File: src/rtl/fpu_hp_cmd_sequencer.sv
// Command sequencer: assembles UART command frames into FPU issues and latches results/flags.
// Optional done-watchdog enabled by defining FPU_SEQ_WDOG_EN.
module fpu_hp_cmd_sequencer #(
  parameter logic [15:0] GAP_CYCLES   = 16'd4096,
  parameter logic [15:0] DONE_TIMEOUT = 16'd255
) (
  input  logic        clk,
  input  logic        rst,
  input  logic        rx_valid,
  input  logic [7:0]  rx_byte,
  output logic        fpu_start,
  output logic [4:0]  fpu_op,
  output logic [2:0]  fpu_rm,
  output logic [15:0] fpu_rs1,
  output logic [15:0] fpu_rs2,
  output logic [15:0] fpu_rs3,
  input  logic        fpu_done,
  input  logic [15:0] fpu_result,
  input  logic [4:0]  fpu_flags,
  output logic [15:0] result,
  output logic        result_valid,
  output logic [4:0]  flags_sticky,
  output logic        busy,
  output logic        err
);

  typedef enum logic [2:0] {
    IDLE  = 3'd0,
    RX_A  = 3'd1,
    RX_B  = 3'd2,
    RX_C  = 3'd3,
    ISSUE = 3'd4,
    WAIT  = 3'd5
  } state_t;

  state_t      state, state_next;
  logic        hi;
  logic [15:0] gap_cnt;
  logic        is_clr, in_rx, gap_hit, overrun, op_done, wd_expire;

`ifdef FPU_SEQ_WDOG_EN
  logic [15:0] wd_cnt;
  // fpu_done in the timeout cycle still completes normally
  assign wd_expire = (state == WAIT) && !fpu_done && (wd_cnt == DONE_TIMEOUT - 16'd1);
`else
  logic unused_cfg;
  assign unused_cfg = ^DONE_TIMEOUT;
  assign wd_expire  = 1'b0;
`endif

  always_comb begin
    state_next = state;
    is_clr     = (rx_byte[4:0] == 5'h1F);
    in_rx      = (state == RX_A) || (state == RX_B) || (state == RX_C);
    gap_hit    = in_rx && !rx_valid && (gap_cnt == GAP_CYCLES - 16'd1);
    overrun    = rx_valid && ((state == ISSUE) || (state == WAIT));
    op_done    = (state == WAIT) && fpu_done;
    case (state)
      IDLE:  if (rx_valid && !is_clr) state_next = RX_A;
      RX_A: begin
        if (rx_valid && hi) state_next = RX_B;
        else if (gap_hit)   state_next = IDLE;
      end
      RX_B: begin
        if (rx_valid && hi) state_next = fpu_op[4] ? RX_C : ISSUE;
        else if (gap_hit)   state_next = IDLE;
      end
      RX_C: begin
        if (rx_valid && hi) state_next = ISSUE;
        else if (gap_hit)   state_next = IDLE;
      end
      ISSUE: state_next = WAIT;
      WAIT:  if (fpu_done || wd_expire) state_next = IDLE;
      default: state_next = IDLE;
    endcase
  end

  always_ff @(posedge clk) begin
    if (rst) begin
      state        <= IDLE;
      hi           <= 1'b0;
      gap_cnt      <= 16'd0;
      fpu_start    <= 1'b0;
      fpu_op       <= 5'd0;
      fpu_rm       <= 3'd0;
      fpu_rs1      <= 16'h0000;
      fpu_rs2      <= 16'h0000;
      fpu_rs3      <= 16'h0000;
      result       <= 16'h0000;
      result_valid <= 1'b0;
      flags_sticky <= 5'd0;
      busy         <= 1'b0;
      err          <= 1'b0;
    end else begin
      state        <= state_next;
      fpu_start    <= (state_next == ISSUE);
      busy         <= (state_next != IDLE);
      result_valid <= op_done;

      if (op_done) begin
        result       <= fpu_result;
        flags_sticky <= flags_sticky | fpu_flags;
      end

      if ((state == IDLE) && rx_valid && is_clr) begin
        flags_sticky <= 5'd0;
        err          <= 1'b0;
      end else if (gap_hit || overrun || wd_expire) begin
        err <= 1'b1;
      end

      // byte0 opens a frame; each operand byte flips the lo/hi lane
      if ((state == IDLE) && rx_valid && !is_clr) begin
        fpu_op  <= rx_byte[4:0];
        fpu_rm  <= rx_byte[7:5];
        fpu_rs3 <= 16'h0000;
        hi      <= 1'b0;
        gap_cnt <= 16'd0;
      end else if (in_rx) begin
        if (rx_valid) begin
          gap_cnt <= 16'd0;
          hi      <= ~hi;
          case (state)
            RX_A:    if (hi) fpu_rs1[15:8] <= rx_byte; else fpu_rs1[7:0] <= rx_byte;
            RX_B:    if (hi) fpu_rs2[15:8] <= rx_byte; else fpu_rs2[7:0] <= rx_byte;
            RX_C:    if (hi) fpu_rs3[15:8] <= rx_byte; else fpu_rs3[7:0] <= rx_byte;
            default: hi <= 1'b0;
          endcase
        end else begin
          gap_cnt <= gap_cnt + 16'd1;
        end
      end
    end
  end

`ifdef FPU_SEQ_WDOG_EN
  always_ff @(posedge clk) begin
    if (rst)                  wd_cnt <= 16'd0;
    else if (state == ISSUE)  wd_cnt <= 16'd1;
    else if (state == WAIT)   wd_cnt <= wd_cnt + 16'd1;
    else                      wd_cnt <= 16'd0;
  end
`endif

endmodule
File: config.mk
export PLATFORM = sky130hd
export DESIGN_NAME = fpu_hp_cmd_sequencer
export DESIGN_NICKNAME = d
export VERILOG_FILES = /design/src/rtl/fpu_hp_cmd_sequencer.sv
export SDC_FILE = /design/constraint.sdc
export NUM_CORES = 1
export LEC_CHECK = 0
export CAP_MARGIN = 20
export CELL_PAD_IN_SITES_DETAIL_PLACEMENT = 2
export CELL_PAD_IN_SITES_GLOBAL_PLACEMENT = 2
export CORE_MARGIN = 4
export CORE_UTILIZATION = 25
export CTS_CLUSTER_DIAMETER = 60
export DETAILED_ROUTE_END_ITERATION = 7
export PLACE_DENSITY_LB_ADDON = 0.1
export REMOVE_ABC_BUFFERS = 1
export SETUP_SLACK_MARGIN = 0.5
export SLEW_MARGIN = 20
export SYNTH_ARGS = -nofsm -noshare
export SYNTH_HDL_FRONTEND = slang
export SYNTH_SLANG_ARGS = --single-unit
File: constraint.sdc
create_clock -name clk -period 2.5 [get_ports clk]
set_input_delay 0.25 -clock clk [delete_from_list [all_inputs] [get_ports clk]]
set_output_delay 0.25 -clock clk [all_outputs]
set_load 0.005 [all_outputs]
==> results of run 1 <==
==> sequential cells by signal, summed over array words and instances, names as in the netlist <==
signal	count
state	3
fpu_rm	3
result	16
flags_sticky	5
busy	1
fpu_rs3	16
fpu_op	5
result_valid	1
err	1
fpu_rs2	16
fpu_rs1	16
fpu_start	1
gap_cnt	16
hi	1
==> cells by family after synthesis <==
logic type	count (synthesis)
compound gates	46
buf+inv	28
fa+ha+maj	1
flops	101
mux	43
xor+xnor	15
simple gates	186
==> cell usage in the layout (no fill, tap or decap), drive strengths merged, types with 2 or more instances in the layout <==
cell           netlist  final
a21oi               35     35
a31oi                2      2
and3                 7      7
buf                  8     27
bufinv               0      2
clkbuf              18     11
clkdlybuf4s50        0    112
dfxtp              101    101
inv                  2      3
mux2i               43     43
nand2               52     52
nand3               15     15
nand3b               2      2
nand4                4      4
nor2                83     83
nor2b                3      3
nor3                 9      9
nor3b                3      3
o21bai               2      2
or2                  2      2
xnor2                4      4
xor2                11     11
==> per-stage QoR <==
step           area, um^2  power (uW)  hold slack (ps)  worst slack (ps)
2_1_floorplan        3710        1760              319               169
3_3_place_gp         5260        1940              442               425
3_5_place_dp         5260        1950              451               353
4_1_cts              5600        3540              203               505
5_1_grt              5630        3620              207               381
6_report             5630        3460              219               614
==> power breakdown <==
group          leakage [uW]  internal, uW  switching [uW]  total, uW
Clock              0.000162           934             612       1550
Sequential         0.000816          1630            15.3       1650
Combinational       0.00109           132             133        265
Total               0.00207          2700             760       3460
==> repair_timing <==
item | 4_1_cts | 5_1_grt
setup endpoints to repair | 2 | 18
hold buffers | 0 | 0
resized for setup | 1 | 3
pin swaps | 2 | 1
buffers inserted | 1 | 1
==> worst min path at each step <==
stage / end / startpoint
after floorplan: fpu_rs1[10] / rst
after global placement: result[15] / result[15]
after detailed placement: result[2] / result[2]
after CTS: fpu_rs1[3] / rst
after global routing: fpu_rs1[3] / rst
final: fpu_rs1[3] / rst
==> final cells by class <==
cell class / instances / area (um^2)
sequential: 101 / 2020
timing repair buffer: 139 / 1330
fill: 1656 / 9510
clock buffer: 11 / 253
clock inverter: 5 / 81.3
multi-input combinational: 291 / 1710
tap: 188 / 235
inverter: 2 / 7.51
==> per-layer routing <==
metal | track usage [%] | routed length (um)
met1 | 16.1 | 5170
met2 | 25.6 | 6450
met3 | 5.99 | 745
met4 | 4.08 | 156
met5 | 0 | 0
==> impl_metrics.csv, run 1 <==
group,metric,value,unit
yosys,ys_seq_area_share,52.7,%
global_route,track_usage,14.5,%
yosys,syn_avg_cell_area,9.14,um^2
clock_network,htree_num_levels,3,
yosys,synth_ff_type,"dfxtp_1",
timing,rsz0062_at_grt,"yes",
critical_path,slowest_stage,"or4b_1",
cells_and_area,drive_above_1_share,9.29,%
timing,finalSetupTns,0,ps
yosys,async_flop_share,0,%
place,port_buffers,113,
critical_path,path_class,"reg2reg",
yosys,synth_xor_area_share,3.42,%
critical_path,r2r_end,"fpu_rm[2]",
timing,worst_pin_slew,637,ps
run_status,status,"completed",
timing,setup_violations,0,
place,gp_congestion,0.726,
critical_path,cp-startpoint,"state[1]",
power,p_leak,0.00207,uW
yosys,postSynthCellCount,420,
yosys,yosysTopAreaCell,"dfxtp_1",
cells_and_area,nets,578,
drt,firstDrtPassIters,4,
min_path,hp-class,"in2reg",
job,max_cap_violations,0,
global_route,overflow,0,
cells_and_area,fin_cells,737,
critical_path,cp_data_arrival_time,2100,ps
clock_network,tritoncts,"done",
global_route,grt_max_degree,55,
critical_path,worstSetupEndpointType,"register",
critical_path,worst-path-buf-inv,2,
drt,finalWirelength,12500,um
power,powerDensity,614,nW/um^2
floorplanning,core,15100,um^2
place,dp.cells,719,
clock_network,clk_pin_slew,70,ps
timing,finalMaxSlewViolations,0,
cells_and_area,fin_util,37.2,%
yosys,synth_warnings,0,
yosys,yosysMostFrequentCell,"dfxtp_1",
yosys,synth_simple_gate_area_share,21.6,%
yosys,yosysUniqueCellTypes,40,
floorplanning,rows,45,
floorplanning,io_pins,114,
cells_and_area,syn_to_final_growth,46.7,%
yosys,synth_compound_area_share,7.30,%
critical_path,path_max_fanout,14,
floorplanning,start_util,25.3,%
critical_path,rrSetupSlack,610,ps
global_route,grt_antenna_before_repair,0,
critical_path,reg2reg_depth,6,
place,dpl.hpwl,9080,um
timing,relSlewSlack,57.2,%
yosys,synth_fa_ha_area_share,0.326,%
yosys,muxShareOfSynthArea,11.2,%
critical_path,crit_chain,"buf_4, or4b_1, a31oi_4, buf_6, mux2i_1, nor2_1",
drt,viasPerCell,4.59,
cells_and_area,insertedDiodeCount,0,
yosys,synth.ff_latch_count,101,
timing,min_period_over_period,75.5,%
clock_network,cts_max_path_buffers,2,
critical_path,crit_end,"fpu_rm[2]",
clock_network,cts.sinks,101,
global_route,grt_pass1_vias,3658,
critical_path,path_depth,6,
drt,ant_nets,0,
critical_path,cp_top_family,"simple AND/OR/NAND/NOR gates",
critical_path,critPathLaunchType,"register",
yosys,synth_edf_count,0,
yosys,synth_top_family_by_area,"simple AND/OR/NAND/NOR gates",
timing,finClkSkew,8.07,ps
timing,hold_viol_final,0,
drt,drc,0,
clock_network,cts_root_buf,"clkbuf_16",
critical_path,critPathRequiredTime,2710,ps
critical_path,critPathMaxStageDelay,600,ps
floorplanning,die_area,17400,um^2
clock_network,cts-buffers-inserted,9,
yosys,yosys-top-cells-count,"101 x dfxtp_1, 82 x nor2_1, 52 x nand2_1",
drt,drt_iter0_drc,70,
global_route,grt_pass1_wl,20000,um
drt,wl_per_cell,17.0,um
power,vdd_drop_max,0.305,mV
yosys,synth_top_cell_area_share,52.7,%
drt,vias,3381,
min_path,hold_depth,2,
yosys,syn_area,3840,um^2
yosys,yosys-top-cells-area,"dfxtp_1 53%, mux2i_1 11%, nor2_1 8.0%",
floorplanning,dieHeight,132,um
floorplanning,die_x,132,um
critical_path,timing.rr.start,"state[1]",
timing,post-route-min-period,1890,ps
clock_network,clock_latency,350,ps
timing,fmax,0.530,GHz
(Power assumes the default switching activity.)
==> inputs of run 2 (changes only) <==
==> constraint.sdc (replaced) <==
create_clock -name clk -period 1.8 [get_ports clk]
set_input_delay 0.18 -clock clk [delete_from_list [all_inputs] [get_ports clk]]
set_output_delay 0.18 -clock clk [all_outputs]
set_load 0.005 [all_outputs]
==> run 2 against run 1 <==
  * Clock power increased by 37%
  * Critical path depth did not move
  * Critical path type unchanged
  * Critical endpoint is now busy
  * Sequential power rose by 39%
  * Fmax grew 7.1%
  * Highest routed layer unchanged
  * Hold slack better by 38 ps
  * Clock skew is 1.8 ps lower
  * Largest power group unchanged
  * Flip-flop and latch count unchanged
==> impl_metrics.csv, run 2 (synthesis results as in run 1) <==
group,metric,value,unit
timing,rsz0062_at_grt,"yes",
drt,ant_nets,0,
run_status,status,"completed",
power,vdd_drop_max,0.435,mV
drt,drt_iter0_drc,102,
drt,firstDrtPassIters,4,
clock_network,tritoncts,"done",
drt,finalWirelength,13300,um
clock_network,cts_max_path_buffers,2,
critical_path,worstSetupEndpointType,"register",
cells_and_area,fillers,1657,
critical_path,slowest_stage,"a2111oi_4",
place,gp_congestion,0.700,
global_route,grt_most_used_layer,"met2",
place,post-place-ws,-258,ps
clock_network,clk_pin_slew,70,ps
timing,fmax,0.568,GHz
drt,wl_per_cell,17.4,um
cells_and_area,nets,607,
timing,min_period_over_period,97.8,%
global_route,overflow,0,
critical_path,cp_data_arrival_time,1970,ps
cells_and_area,drive_above_1_share,22.3,%
global_route,use_met3,5.84,%
floorplanning,core,15100,um^2
cells_and_area,multi_input_area,1820,um^2
timing,worst_pin_slew,395,ps
clock_network,clock_latency,350,ps
clock_network,cts-buffers-inserted,9,
global_route,grt_pass1_vias,3855,
timing,finalMaxSlewViolations,0,
floorplanning,die_area,17400,um^2
cells_and_area,insertedDiodeCount,0,
drt,drc,0,
floorplanning,rows,45,
critical_path,critPathMaxStageDelay,460,ps
power,total_power,4850,uW
power,powerDensity,808,nW/um^2
critical_path,cp_top_family,"compound AO/OA/AOI/OAI gates",
cells_and_area,final_cell_mix,"81 x dlygate4sd2_1, 80 x nor2_1, 71 x dfxtp_1, 49 x nand2_1, 43 x mux2i_1",
timing,post-route-min-period,1760,ps
power,p_leak,0.00265,uW
floorplanning,dieHeight,132,um
critical_path,worst-path-buf-inv,1,
critical_path,path_max_fanout,3,
global_route,grt_pass1_wl,21100,um
place,dpl.hpwl,9390,um
cells_and_area,syn_to_final_growth,56.2,%
global_route,grt.met2_usage,27.1,%
timing,hold_viol_final,0,
global_route,grt_max_degree,31,
critical_path,crit_chain,"nand4_1, nor3_2, buf_4, nand4_1, a2111oi_4, a31oi_1",
floorplanning,start_util,25.3,%
critical_path,path_class,"reg2reg",
critical_path,critPathRequiredTime,2010,ps
timing,setup_violations,0,
clock_network,cts.sinks,101,
drt,viasPerCell,4.56,
clock_network,htree_num_levels,3,
floorplanning,die_x,132,um
timing,fin_ws,38.9,ps
clock_network,cts_root_buf,"clkbuf_16",
timing,relSlewSlack,73.6,%
critical_path,critPathLaunchType,"register",
critical_path,critPathMostFrequentCell,"nand4_1",
min_path,hp-class,"in2reg",
cells_and_area,mostFrequentLayoutCell,"dlygate4sd2_1",
timing,finClkSkew,6.26,ps
global_route,grt_antenna_before_repair,0,
cells_and_area,final-seq-area,2060,um^2
global_route,track_usage,15.3,%
job,max_cap_violations,0,
drt,vias,3495,
place,port_buffers,113,
global_route,use_met1,17.3,%
floorplanning,io_pins,114,
[run 2: stage by stage]
step	instance area (um^2)	setup TNS, ps	std cells	utilization, %	hold WS, ps
after floorplan	3710	-11990	394	-	249
after global placement	5420	-10850	738	35.8	442
after detailed placement	5420	-13770	738	35.8	452
after CTS	5960	0	765	39.3	250
after global routing	5990	-227	766	39.6	264
final	5990	0	766	39.6	257
[run 2: repair_timing]
item	in CTS	in global routing
pin swaps	11	4
resized for setup	159	9
hold buffers	0	0
buffers inserted	8	1
endpoints found under the setup margin	182	103
cloned	3	0
[run 2: worst paths after layout]
kind	start	endpoint	slack (ps)	cells after the start
worst min-delay path	rst	state[1]	260	3
worst min register to register	result[0]	result[0]	460	2
worst max register to register	gap_cnt[4]	busy	40	6
worst max-delay path	gap_cnt[4]	busy	40	6
[run 2: area by class of cell]
class / count / area share (%)
tap: 188 / 3.92
clock buffer: 10 / 3.82
inverter: 2 / 0.125
clock inverter: 6 / 1.57
timing repair buffer: 168 / 25.9
multi-input combinational: 291 / 30.3
sequential: 101 / 34.4
[run 2: report_power, final]
| part | leakage (uW) | switching (uW) | internal, uW |
|---|---|---|---|
| Combinational | 0.00166 | 211 | 213 |
| Clock | 0.000154 | 900 | 1230 |
| Sequential | 0.000831 | 23.8 | 2270 |
| Total | 0.00265 | 1130 | 3710 |
[run 2: per-layer routing]
layer / vias up / share of wire, %
met5: - / 0
li1: 1701 / -
met2: 69 / 52
met3: 13 / 5.6
met1: 1712 / 41
met4: 0 / 1.1
[run 2: tightest hold or removal path, delay by kind of cell]
family / cells / cell delay [ps]
buffers and inverters: 1 / 180
AOI/OAI and AO/OA: 1 / 150
and+or+nand+nor: 1 / 60
==> inputs of run 3 (changes only) <==
--- a/config.mk
+++ b/config.mk
@@ -9,7 +9,7 @@
 export CELL_PAD_IN_SITES_DETAIL_PLACEMENT = 2
 export CELL_PAD_IN_SITES_GLOBAL_PLACEMENT = 2
 export CORE_MARGIN = 4
-export CORE_UTILIZATION = 25
+export CORE_UTILIZATION = 27
 export CTS_CLUSTER_DIAMETER = 60
 export DETAILED_ROUTE_END_ITERATION = 7
 export PLACE_DENSITY_LB_ADDON = 0.1
==> run 3 against run 2 <==
  * The flow now finishes with violations (negative setup slack)
  * Global-route usage increased by 4.2 points
  * Via count increased by 6.5%
  * First-iteration DRC count unchanged
  * Critical endpoint is now state[0]
  * Largest power group unchanged
  * Highest routed layer unchanged
==> impl_metrics.csv, run 3 (synthesis results as in run 1) <==
group,metric,value,unit
drt,drt_iter0_drc,102,
floorplanning,dieHeight,127,um
timing,min_period_over_period,104,%
timing,worst_pin_slew,389,ps
critical_path,critPathMaxStageDelay,460,ps
cells_and_area,fin_cells,782,
cells_and_area,syn_to_final_growth,85.2,%
critical_path,critPathRequiredTime,2040,ps
clock_network,cts_hold_buf,0,
clock_network,cts-buffers-inserted,9,
run_status,status,"finished, violations left",
critical_path,path_max_fanout,3,
timing,fmax,0.535,GHz
timing,rsz0062_at_grt,"yes",
place,placed_area,5360,um^2
global_route,grt_antenna_before_repair,0,
place,port_buffers,113,
drt,vias,3721,
drt,firstDrtPassIters,4,
critical_path,reg2reg_depth,7,
global_route,grt_pass1_vias,4247,
floorplanning,die_x,127,um
power,p_leak,0.00302,uW
clock_network,htree_num_levels,3,
drt,viasPerCell,4.76,
timing,relSlewSlack,74.0,%
timing,post-route-min-period,1870,ps
place,dp.cells,724,
cells_and_area,drive_above_1_share,42.2,%
critical_path,worstSetupEndpointType,"register",
global_route,grt_max_degree,27,
drt,drc,0,
drt,ant_nets,0,
cells_and_area,final_cell_mix,"82 x dlygate4sd2_1, 81 x dfxtp_1, 41 x nor2_1, 37 x mux2i_1, 35 x buf_4",
floorplanning,start_util,27.7,%
cells_and_area,mostFrequentLayoutCell,"dlygate4sd2_1",
power,vdd_drop_max,0.507,mV
power,powerDensity,732,nW/um^2
global_route,track_usage,19.5,%
timing,setup_violations,10,
critical_path,crit_chain,"nand4_1, nor3_2, buf_4, nand4_1, a2111oi_4, buf_4, nor2_2",
cells_and_area,nets,631,
place,gp_congestion,0.741,
critical_path,timing.rr.start,"gap_cnt[4]",
place,post-place-ws,-324,ps
min_path,holdPathEnd,"state[2]",
timing,finalMaxSlewViolations,0,
clock_network,clock_latency,350,ps
floorplanning,core,13900,um^2
timing,hold_viol_final,0,
critical_path,slowest_stage,"a2111oi_4",
floorplanning,rows,43,
cells_and_area,insertedDiodeCount,0,
critical_path,path_class,"reg2reg",
floorplanning,die_area,16200,um^2
run_status,violations,"negative setup slack",
drt,finalWirelength,17200,um
timing,finClkSkew,6.67,ps
global_route,overflow,0,
critical_path,critPathLaunchType,"register",
cells_and_area,stdcell_area,7110,um^2
timing,fin_ws,-70.7,ps
global_route,grt_pass1_wl,24400,um
critical_path,worst-path-buf-inv,2,
critical_path,cp_top_family,"simple AND/OR/NAND/NOR gates",
clock_network,cts_root_buf,"clkbuf_16",
clock_network,tritoncts,"done",
clock_network,cts.sinks,101,
critical_path,rrSetupSlack,-70,ps
place,dpl.hpwl,9220,um
min_path,hp-class,"in2reg",
job,max_cap_violations,0,
critical_path,cp_data_arrival_time,2110,ps
min_path,worstHoldStart,"rst",
clock_network,cts_max_path_buffers,2,
min_path,hold_depth,4,
critical_path,r2r_end,"state[0]",
floorplanning,io_pins,114,
clock_network,clk_pin_slew,70,ps
drt,wl_per_cell,22.0,um
[run 3: power by group]
part | switching (uW) | leakage (uW) | internal (uW)
Sequential | 24.6 | 0.000827 | 2260
Combinational | 322 | 0.00203 | 307
Clock | 928 | 0.000163 | 1360
Total | 1270 | 0.00302 | 3930
[run 3: worst register-to-register path, cell delays in order, from the launching register on]
cell and delay (ps):
dfxtp_2 340, nand4_1 150, nor3_2 230, buf_4 140, nand4_1 210, a2111oi_4 460
buf_4 190, nor2_2 40
[run 3: final cells by class]
| cell class | count | area, um^2 |
|---|---|---|
| inverters | 2 | 7.51 |
| multi-input cells | 292 | 2500 |
| clock buffers | 10 | 229 |
| repair buffers | 191 | 1980 |
| fillers | 1398 | 6770 |
| well taps | 180 | 225 |
| flip-flops and latches | 101 | 2050 |
| clock inverters | 6 | 111 |
[run 3: worst max path at each step]
stage	end	cells after the start	from
CTS	fpu_start	6	gap_cnt[6]
finish	state[0]	7	gap_cnt[4]
detailed placement	busy	7	rx_valid
global route	state[0]	7	gap_cnt[0]
global placement	busy	6	rx_byte[0]
floorplan	gap_cnt[10]	5	state[1]
[run 3: layer usage]
layer  wire length (um)  part of all wire [%]  up-vias  global-route usage, %
li1                   -                     -     1757                      -
met2               9490                    55       79                   36.6
met4                348                   2.0        0                   6.18
met3                645                   3.8       18                   4.31
met1               6710                    39     1867                   21.8
met5                  0                     0        -                      0
[run 3: timing repair]
item	CTS	global route
pin swaps	75	46
buffers inserted	23	9
cloned	9	1
gates resized for setup	268	94
setup endpoints to repair	181	101
[run 3: per-stage QoR]
| stage | util [%] | TNS [ps] | power (uW) | hold slack, ps |
|---|---|---|---|---|
| 2_1_floorplan | - | -11990 | 2450 | 249 |
| 3_3_place_gp | 38.6 | -8990 | 2710 | 442 |
| 3_5_place_dp | 38.6 | -13170 | 2720 | 451 |
| 4_1_cts | 47.8 | -0.796 | 5160 | 286 |
| 5_1_grt | 51.2 | -1080 | 5390 | 342 |
| 6_report | 51.2 | -266 | 5200 | 325 |
